[config.mk]
export PLATFORM = sky130hd
export DESIGN_NAME = issue_unit
export DESIGN_NICKNAME = d
export VERILOG_FILES = /design/src/rtl/issue_unit_pkg.sv /design/src/rtl/cdb_slot_reserve.sv /design/src/rtl/issue_unit.sv
export SDC_FILE = /design/constraint.sdc
export NUM_CORES = 1
export LEC_CHECK = 0
export CAP_MARGIN = 20
export CORE_AREA = 2 2 39 41
export DETAILED_ROUTE_END_ITERATION = 10
export DIE_AREA = 0 0 41 43
export HOLD_SLACK_MARGIN = 0.12
export REMOVE_ABC_BUFFERS = 1
export SYNTH_ARGS = -nofsm -noshare
export SYNTH_HDL_FRONTEND = slang
export SYNTH_SLANG_ARGS = --single-unit
[constraint.sdc]
create_clock -name Clk -period 2.45 [get_ports Clk]
set_clock_uncertainty 0.2 [all_clocks]
set_input_delay 0.245 -clock Clk [delete_from_list [all_inputs] [get_ports Clk]]
set_output_delay 0.245 -clock Clk [all_outputs]
set_load 0.005 [all_outputs]
[src/rtl/issue_unit_pkg.sv]
// Shared CPU execution definitions: result latencies and the issue grant vector.
// Used by the issue unit and by the multiply/divide execution units.
package issue_unit_pkg;

    localparam int MUL_LAT   = 4;
    localparam int DIV_LAT   = 7;
    localparam int DIV_CNT_W = $clog2(DIV_LAT + 1);

    typedef struct packed {
        logic alu;
        logic lsb;
        logic mult;
        logic div;
    } iss_grant_t;

endpackage

[src/rtl/cdb_slot_reserve.sv]
// Common data bus slot reservations for multiply/divide results, plus the
// unpipelined divider busy counter and the free-slot queries derived from them.
module cdb_slot_reserve
    import issue_unit_pkg::*;
(
    input  logic               clk_i,
    input  logic               rst_ni,
    input  logic               mult_issue_i,
    input  logic               div_issue_i,
    output logic               bus_free_o,
    output logic               mult_slot_free_o,
    output logic               div_free_o,
    output logic [DIV_LAT-1:0] slot_map_o
);

    logic [DIV_LAT-1:0]   slot_q, slot_d;
    logic [DIV_CNT_W-1:0] div_cnt_q, div_cnt_d;

    // Bit k set means a result lands on the bus k cycles from now.
    always_comb begin
        slot_d = {1'b0, slot_q[DIV_LAT-1:1]};
        slot_d[MUL_LAT-1] = slot_d[MUL_LAT-1] | mult_issue_i;
        slot_d[DIV_LAT-1] = slot_d[DIV_LAT-1] | div_issue_i;
    end

    always_comb begin
        div_cnt_d = div_cnt_q;
        if (div_issue_i) begin
            div_cnt_d = DIV_CNT_W'(DIV_LAT);
        end else if (div_cnt_q != '0) begin
            div_cnt_d = div_cnt_q - DIV_CNT_W'(1);
        end
    end

    always_ff @(posedge clk_i or negedge rst_ni) begin
        if (!rst_ni) begin
            slot_q    <= '0;
            div_cnt_q <= '0;
        end else begin
            slot_q    <= slot_d;
            div_cnt_q <= div_cnt_d;
        end
    end

    // A new multiply claims bit MUL_LAT-1 of the next map, i.e. today's bit MUL_LAT.
    assign bus_free_o       = ~slot_q[0];
    assign mult_slot_free_o = ~slot_q[MUL_LAT];
    assign div_free_o       = (div_cnt_q == '0);
    assign slot_map_o       = slot_q;

endmodule

[src/rtl/issue_unit.sv]
// Issue arbiter for the common data bus: grants Int/Lsb/Mult/Div with 0-cycle latency.
// Optional ISSUE_RR_FAIRNESS_EN: round-robin Int/Lsb arbitration instead of Int priority.
module issue_unit
    import issue_unit_pkg::*;
(
    input  logic               Clk,
    input  logic               Resetb,
    input  logic               IntQ_Ready,
    input  logic               Lsb_Ready,
    input  logic               MulQ_Ready,
    input  logic               DivQ_Ready,
    output logic               Iss_Int,
    output logic               Iss_Lsb,
    output logic               Iss_Mult,
    output logic               Iss_Div,
    output logic [DIV_LAT-1:0] Iss_SlotMap
);

    iss_grant_t grant_raw;
    iss_grant_t grant_out;
    logic       bus_free;
    logic       mult_slot_free;
    logic       div_free;

    cdb_slot_reserve u_slot_reserve (
        .clk_i            (Clk),
        .rst_ni           (Resetb),
        .mult_issue_i     (grant_raw.mult),
        .div_issue_i      (grant_raw.div),
        .bus_free_o       (bus_free),
        .mult_slot_free_o (mult_slot_free),
        .div_free_o       (div_free),
        .slot_map_o       (Iss_SlotMap)
    );

`ifdef ISSUE_RR_FAIRNESS_EN
    logic rr_ptr_q, rr_ptr_d;

    // Pointer 0 prefers Int; it flips only when both contend for a free bus.
    assign rr_ptr_d = rr_ptr_q ^ (bus_free & IntQ_Ready & Lsb_Ready);

    always_ff @(posedge Clk or negedge Resetb) begin
        if (!Resetb) begin
            rr_ptr_q <= 1'b0;
        end else begin
            rr_ptr_q <= rr_ptr_d;
        end
    end
`endif

    always_comb begin
        grant_raw      = '0;
        grant_raw.mult = MulQ_Ready & mult_slot_free;
        grant_raw.div  = DivQ_Ready & div_free;
        if (bus_free) begin
`ifdef ISSUE_RR_FAIRNESS_EN
            if (IntQ_Ready && Lsb_Ready) begin
                grant_raw.alu = ~rr_ptr_q;
                grant_raw.lsb = rr_ptr_q;
            end else begin
                grant_raw.alu = IntQ_Ready;
                grant_raw.lsb = Lsb_Ready;
            end
`else
            grant_raw.alu = IntQ_Ready;
            grant_raw.lsb = Lsb_Ready & ~IntQ_Ready;
`endif
        end
    end

    // Reservation state is already held clear in reset; only the visible grants need masking.
    assign grant_out = grant_raw & {4{Resetb}};

    assign Iss_Int  = grant_out.alu;
    assign Iss_Lsb  = grant_out.lsb;
    assign Iss_Mult = grant_out.mult;
    assign Iss_Div  = grant_out.div;

endmodule

Word level (Yosys, flattened, before mapping)
Cells that the tools add are included.
- bits in registers: 10
- bits in latches: 0
- bits in writable memories: 0
- bits in read-only memories: 0
- input port bits: 6
- output and inout port bits: 11
- logic and storage cells: 16
- memories kept: 0
- $add $sub $neg: 1
- multipliers: 0
- divide/modulo/power cells: 0
- order comparisons: 0
- equality and inequality tests: 0
- shift-type cells: 0
- mux-type cells: 3
- bitwise gates (word level): 7
- reductions and logical operators: 3
- operators by type and width (operator ; number):
    3-bit two-way mux ; 2
    4-bit bitwise AND ; 1
    1-bit bitwise AND ; 3
    3-bit logical NOT ; 1
    3-bit nonzero test ; 1
    3-bit by 1-bit subtractor with 3-bit output, second input constant ; 1
    2-bit two-way mux ; 1
    1-bit NOT ; 2
    2-bit nonzero test ; 1
    1-bit OR ; 1

Logic depth before layout (Yosys ltp)
Gate-level depths: netlist of run 1.
- word-level depth: 4
- gate-level depth with buffers: 4

Cells and area by module
A second synthesis of run 1 with hierarchy kept.
- cells, all modules: 38
- area, all modules: 449.2 um^2
- by module, submodules not included (module ; instances ; cells each ; area an instance (um^2) ; seq. area each (um^2)):
    cdb_slot_reserve ; 1 ; 32 ; 406.6 ; 250.2
    issue_unit ; 1 ; 6 ; 42.5 ; 0.0

Worst setup path after synthesis of run 1
No wires, ideal clock.
- path type: reg-to-output
- from: reg u_slot_reserve.div_cnt_q[0]
- to: out Iss_Div
- arrival: 0.935 ns
- required time: 2.005 ns
- setup slack: 1.070 ns
- cell stages (with the launch flop): 5
- buffers on the path: 0
- cells stage by stage: dfrtp_1 -> inv_1 -> ha_1 -> and3b_1 -> and2_1
- longest elaborated chain between the ends: 3
- ends and longest elaborated chain (element ; line ; RTL):
    start, declared ; cdb_slot_reserve.sv:17 ; logic [DIV_CNT_W-1:0] div_cnt_q, div_cnt_d;
    start signal, assigned ; cdb_slot_reserve.sv:41 ; div_cnt_q <= div_cnt_d;
    3-bit logical NOT ; cdb_slot_reserve.sv:48 ; assign div_free_o = (div_cnt_q == '0);
    1-bit bitwise AND ; issue_unit.sv:54 ; grant_raw.div = DivQ_Ready & div_free;
    named net u_slot_reserve.div_issue_i ; cdb_slot_reserve.sv:9 ; input logic div_issue_i,
    4-bit bitwise AND ; issue_unit.sv:72 ; assign grant_out = grant_raw & {4{Resetb}};
    end, declared ; issue_unit.sv:15 ; output logic Iss_Div,
The timed path passes the listed nets, and every way through them passes these cells.

Worst setup path after layout of run 1
Ends and elaborated chain as after synthesis.

==> results.txt, run 1 <==
- Routability cong.: 0.595
* Clock sink total: 10
- Based on the critical path, the design can be clocked at up to 447 MHz.
- Clock tree from TritonCTS: built
- The total count of hold-check failures in the final report is 0.
* Number of hold buffers added after cts: 1
- Yosys printed 0 warnings.
- The first global-routing pass estimated 1.27 mm of wire.
- In the final timing run, aggregate negative setup slack is 0 ns.
- In the layout the commonest cells are sky130_fd_sc_hd__clkdlybuf4s50_1, sky130_fd_sc_hd__dfrtp_1, sky130_fd_sc_hd__mux2i_1.
- The count of buffers added on input and output ports is 16.
* Proportion of power drawn by the clock network: 26.1%
- Area of the core: 0.00138 sq mm
- Worst Path Max Fanout: 4
- Largest net degree at the start of global routing: 7
- STA classifies the critical path startpoint as a flop.
- TritonCTS buffer count: 3
* Crit share post-route: 91.4%
- DIE AREA: 0.00176 sq mm
- Setup repair after global routing left no endpoint under its margin.
* Data required time at the worst endpoint: 2.01 ns
- The cell area that synthesis handed to floorplanning was 428 sq um.
- The signal on the critical path passes through inv_1, ha_1, and3b_1, and2_1, clkdlybuf4s50_1.
- In the final layout, the share of cells above drive strength 1 is 14.6%.
* Final Max Slew Viols: 0
- Cells after Synth: 31
- After the first detailed-routing iteration, the DRC count stood at 1.
* Sum of overflow across all layers after global routing: 0
* Post-route DRC: 0
* Number of top-level design ports: 17
- The net count of the finished layout is 57.
* Vias in the first global route: 310
- For the worst setup path, the data arrival time is 1.79 ns.
* Worst min-delay path category: flop to flop
- Lkg Pwr: 0.290 nW
- Logic pwr share: 31.8%
* Transition time at the pin with the least slew margin: 0.271 ns
- Slowest cell delay on critical path: 0.51 ns
- Startpoint-to-endpoint class of the critical path: flop to output port
- Sequential Power Share: 42.1%
* Min Clock Period, post-route: 2.24 ns
* Total Wirelength: 780 microns
- On the critical path, the stage with the largest delay is an instance of sky130_fd_sc_hd__clkdlybuf4s50_1.
- Switching part of the total: 27.0%
- Area growth from synthesis to final layout: 45.9%
- Peak VDD IR: 0.000393 V
- Relative slew margins: 81.9%
- Die span in y: 43 microns
* Tot GR Track Use: 11.5%
- The initial antenna violation count is 0.
- For this block, the via count after detailed routing is 285.
- Root Driver: sky130_fd_sc_hd__clkbuf_4
* DP Wirelength: 587 microns
- Worst Path Buf+Inv: 2
- Worst skew pair latency: 0.26 ns
* Total number of H-tree levels: 1
- The number of antenna diodes in the final layout is 0.
- Internal: 0.000407 W
- The cell family contributing the most delay on the critical path is buffers and inverters.
* Run status: complete, no violations
- Register clock-pin slew on the reported worst setup and hold paths: 0.07 ns
- After floorplanning, the core was divided into 14 placement rows.
- Post-CTS timing repair inserted 0 buffers for setup.
- In this run the remaining antenna-violating nets after routing total 0.
- Number of maximum-capacitance violations: 0
* Number of unique standard cell types used by synthesis: 11
- Average cell area after synthesis: 13.8 sq um
* Mean routed wirelength per cell: 12.2 microns
- For this design the total switching power over the nets is 0.000151 W.
* Count of state elements after synthesis: 10
- Initial Utilization: 30.9%
* Critical path endpoint category: output port
- Power density cells: 894 mW/mm^2
- The first TritonRoute pass finished after 2 iterations.
- In this run the horizontal extent of the chip is 41 microns.
* Post-route worst hold slack: 0.176 ns
- Finish-stage setup viols: 0
- Sequential cells were found to cover 58.5% of the synthesized design area.
* Maximum buffer depth of the clock tree: 2
- Gates resized during post-CTS repair numbered 0.
- Leaving out fill and tap cells, the most frequent cell in the layout is sky130_fd_sc_hd__clkdlybuf4s50_1.
- Post-DR vias/cell: 4.45
worst reg2reg max path, cell delays in order, from the launching register on:
cell	delay (ns)
sky130_fd_sc_hd__dfrtp_1	0.36
sky130_fd_sc_hd__inv_1	0.11
sky130_fd_sc_hd__ha_1	0.23
sky130_fd_sc_hd__nor3b_2	0.24
sky130_fd_sc_hd__mux2i_1	0.20
flip-flops by register name, summed over array words and instances (netlist names):
| signal | cells |
|---|---|
| u_slot_reserve.slot_map_o | 7 |
| u_slot_reserve.div_cnt_q | 3 |
synthesized netlist by cell type, drive strengths merged:
master	number	area share, %
inv	2	1.8
mux2i	4	9.4
and3b	3	6.1
nor3b	1	2.9
or2	1	1.5
nand2b	1	1.5
nor4bb	1	2.3
buf	5	8.8
ha	2	5.8
dfrtp	10	58
and2	1	1.5
kinds of logic (layout without fill, tap and decap cells):
kind of cell / count (synthesis) / count (layout) / share of synthesized area (%)
fa+ha+maj: 2 / 2 / 5.85
buf+inv: 7 / 24 / 10.5
mux: 4 / 4 / 9.36
simple gates: 8 / 8 / 15.8
flops: 10 / 10 / 58.5
final timing paths:
kind | from | endpoint | slack, ns | depth (start not counted)
hold / removal | u_slot_reserve.slot_map_o[6] | u_slot_reserve.slot_map_o[5] | 0.18 | 0
min in group asynchronous | Resetb | u_slot_reserve.div_cnt_q[2] | 0.19 | 2
hold reg to reg | u_slot_reserve.slot_map_o[6] | u_slot_reserve.slot_map_o[5] | 0.18 | 0
setup reg to reg | u_slot_reserve.div_cnt_q[0] | u_slot_reserve.div_cnt_q[1] | 1.03 | 4
max in group asynchronous | Resetb | u_slot_reserve.slot_map_o[1] | 1.14 | 2
setup / recovery | u_slot_reserve.div_cnt_q[0] | Iss_Div | 0.21 | 5
per-layer routing:
| layer | wire [microns] | global-route usage [%] |
|---|---|---|
| met4 | 0 | 6.00 |
| met2 | 368 | 19.1 |
| met5 | 0 | 0 |
| met3 | 98 | 5.76 |
| met1 | 313 | 10.7 |
power by group through the flow:
| stage | logic, W | registers, W | clock network, W |
|---|---|---|---|
| after floorplan | 0.0000982 | 0.000235 | 0 |
| after global placement | 0.000167 | 0.000236 | 0 |
| after detailed placement | 0.000180 | 0.000238 | 0 |
| after CTS | 0.000182 | 0.000235 | 0.000149 |
| after global routing | 0.000201 | 0.000243 | 0.000164 |
| final | 0.000178 | 0.000235 | 0.000146 |
stage by stage:
| step | instances | total power, W | utilization (%) | setup slack, ns | instance area (sq um) |
|---|---|---|---|---|---|
| after global placement | 59 | 0.000403 | 41.8 | 0.297 | 578 |
| after detailed placement | 59 | 0.000418 | 41.8 | 0.221 | 578 |
| after global routing | 64 | 0.000608 | 45.1 | 0.0807 | 624 |
| after CTS | 64 | 0.000566 | 45.1 | 0.189 | 624 |
| after floorplan | 26 | 0.000334 | - | 1.07 | 390 |
| final | 64 | 0.000558 | 45.1 | 0.211 | 624 |
area by class of cell:
class / instances / area [sq um]
Fill cell: 134 / 759
Sequential cell: 10 / 250
Timing Repair Buffer: 18 / 178
Multi-Input combinational cell: 14 / 133
Clock buffer: 4 / 36.3
Tap cell: 16 / 20.0
Inverter: 2 / 7.51
(Power assumes the default switching activity.)
==> run 2: changes to the inputs <==
--- a/config.mk
+++ b/config.mk
@@ -9,6 +9,7 @@
 export CORE_AREA = 2 2 39 41
 export DETAILED_ROUTE_END_ITERATION = 10
 export DIE_AREA = 0 0 41 43
+export GPL_TIMING_DRIVEN = 0
 export HOLD_SLACK_MARGIN = 0.12
 export REMOVE_ABC_BUFFERS = 1
 export SYNTH_ARGS = -nofsm -noshare
==> run 2 against run 1 <==
Design area fell by 3.0%. Fmax is 2.0% higher. Critical path depth stayed put. First-iteration DRC count grew to 4.0 times the previous value. Largest cell class unchanged.
==> results.txt, run 2 (synthesized netlist as in run 1, its figures left out) <==
- The flow ran to the end, and the final reports show no timing, DRC or antenna violations.
* Endpoint of the worst setup timing path: Iss_Div
- In this run the power spent charging and discharging nets is 0.000136 W.
- Post-route DRC: 0
- The first detailed-routing pass took 2 iterations.
- Antenna fix cells: 0
- Worst skew pair latency: 0.25 ns
- The via count of the first global-routing pass is 269.
- Crit share post-route: 89.6%
- Proportion of layout cells with a drive suffix above 1: 10.9%
- The first global-routing pass estimated 1.06 mm of wire.
- Setup repair after global routing missed its margin: no
* Min Clock Period, post-route: 2.20 ns
- Peak VDD IR: 0.000315 V
- The finished cells cover 606 sq um.
* Slowest library cell on the worst path: sky130_fd_sc_hd__clkdlybuf4s50_1
* Relative slew margins: 71.5%
* Area taken by flip-flops and latches: 250 sq um
- Derived from the worst setup path, the maximum achievable clock frequency is 456 MHz.
* Critical path endpoint category: output port
- Finish-stage setup viols: 0
- Summing over every cut layer, the via total after detailed routing is 268.
- Of all nets on the critical path, the largest fanout is 4.
- Total Wirelength: 698 microns
* Count of input and output buffers: 16
- The analysis attributes to cell leakage a power of 0.287 nW.
- At the worst endpoint, the arrival time is 1.75 ns.
* Top delay family on crit path: buffers and inverters
* Number of maximum-capacitance violations: 0
- From synthesis to final layout, the design area changed by 41.5%.
- Placement-stage cell area: 571 sq um
- Tot GR Track Use: 9.58%
- The endpoint identified for the worst register-to-register timing path is u_slot_reserve.div_cnt_q[1].
* FP Rows: 14
- For this design the top-level I/O count stands at 17.
* Total negative setup slack: 0 ns
* Clock tree from TritonCTS: built
- Leaving out fill and tap cells, the most frequent cell in the layout is sky130_fd_sc_hd__clkdlybuf4s50_1.
* Sequential Power Share: 46.3%
- Setup slack on the worst flop-to-flop path: 1.03 ns
* DRC marker count from the first detailed-route iteration: 4
- Internal power comes to 0.000372 W.
- Logic pwr share: 34.1%
- DP Wirelength: 536 microns
- Data required time at the worst endpoint: 2.01 ns
* Initial Utilization: 30.9%
- Dividing the detail-routed wire length by the instance count gives 11.3 microns.
* Startpoint of the worst hold path: u_slot_reserve.slot_map_o[2]
- Post-DR vias/cell: 4.32
- Power density cells: 838 mW/mm^2
* Switching part of the total: 26.8%
- Once the clock tree was built, the setup fixing pass inserted 0 buffers.
* Chain of cells forming the critical path: inv_1, ha_1, and3b_1, and2_1, clkdlybuf4s50_1
- Worst Path Buf+Inv: 2
* Nature of the critical path startpoint: flop
- The clock drives 10 sinks.
- Final Max Slew Viols: 0
- The congestion estimate from routability-driven global placement came to 0.599.
- DIE AREA: 0.00176 sq mm
- The floorplan step defined a core boundary enclosing 0.00138 sq mm.
- Multi-input combinational cell area: 133 sq um
* Antenna violations before repair: 0
* Startpoint-to-endpoint class of the critical path: flop to output port
- The count of nets left with antenna violations once routing finished came out at 0.
- The worst register-to-register path begins at u_slot_reserve.div_cnt_q[0].
- Slowest cell delay on critical path: 0.50 ns
- From bottom edge to top edge, the die measures 43 microns.
* Commonest non-fill, non-tap cells in the layout: sky130_fd_sc_hd__clkdlybuf4s50_1, sky130_fd_sc_hd__dfrtp_1, sky130_fd_sc_hd__mux2i_1
* Cell count of the worst reg-to-reg path: 4
- In the final design database the tool counted 56 nets.
* Crit. path cell count: 5
* Total number of H-tree levels: 1
- Number of fill cells: 132
- Proportion of power drawn by the clock network: 19.6%
- Max reg flops: 7
- Largest net degree at the start of global routing: 15
* TritonCTS buffer count: 3
* Setup crit start: u_slot_reserve.div_cnt_q[0]
* Register clock-pin slew on the reported worst setup and hold paths: 0.05 ns
- Die width: 41 microns
* Final Hold Violating Endpoints: 0
- Transition time at the pin with the least slew margin: 0.426 ns
- For this run the aggregate overflow at the end of global routing stands at 0.
- Maximum buffer depth of the clock tree: 2
- Root Driver: sky130_fd_sc_hd__clkbuf_4
- The tightest min-delay check is of the flop to flop type.
==> run 2: cell count changes in the layout (fill, tap and decap cells not counted), sizes merged <==
cell and change:
dlymetal6s2s +1, clkdlybuf4s50 -1, clkbuf -1, buf -1
==> run 2: area by class of cell <==
type | instances | area share (%)
flip-flops and latches | 10 | 41.3
multi-input cells | 14 | 21.9
repair buffers | 17 | 28.5
inverters | 2 | 1.24
well taps | 16 | 3.31
clock buffers | 3 | 3.72
==> run 2: power groups by stage <==
| stage | clock network [W] | logic, W | registers [W] |
|---|---|---|---|
| after global routing | 0.000118 | 0.000201 | 0.000240 |
| after detailed placement | 0 | 0.000177 | 0.000238 |
| after CTS | 0.000108 | 0.000177 | 0.000235 |
| after global placement | 0 | 0.000165 | 0.000236 |
| after floorplan | 0 | 0.0000982 | 0.000235 |
| final | 0.0000997 | 0.000173 | 0.000235 |
==> run 2: stage by stage <==
step	instances	hold WS, ns	setup slack (ns)	utilization [%]	total power (W)
after CTS	61	0.144	0.109	42.9	0.000520
after floorplan	26	-0.251	1.07	-	0.000334
after global placement	58	0.162	0.163	41.2	0.000401
after global routing	62	0.190	0.0910	43.8	0.000559
final	62	0.179	0.255	43.8	0.000508
after detailed placement	58	0.169	0.114	41.2	0.000416
==> run 2: timing repair <==
action	4_1_cts	5_1_grt
endpoints found under the setup margin	0	1
hold buffers	0	1
endpoints found under the hold margin	0	10
gates resized for setup	0	1
==> run 2: worst min-delay path by stage <==
stage,endpoint,slack [ns],depth (start not counted)
2_1_floorplan,u_slot_reserve.div_cnt_q[0],-0.25,0
3_3_place_gp,u_slot_reserve.slot_map_o[4],0.16,0
3_5_place_dp,u_slot_reserve.slot_map_o[1],0.17,0
4_1_cts,u_slot_reserve.slot_map_o[3],0.14,1
5_1_grt,u_slot_reserve.slot_map_o[1],0.19,0
6_report,u_slot_reserve.slot_map_o[1],0.18,0
==> run 2: metal layers <==
layer	track usage (%)	vias to the layer above	part of all wire, %
met2	15.0	17	47
met1	9.12	122	39
met4	8.00	0	0
li1	-	129	-
met5	0	-	0
met3	3.66	0	15
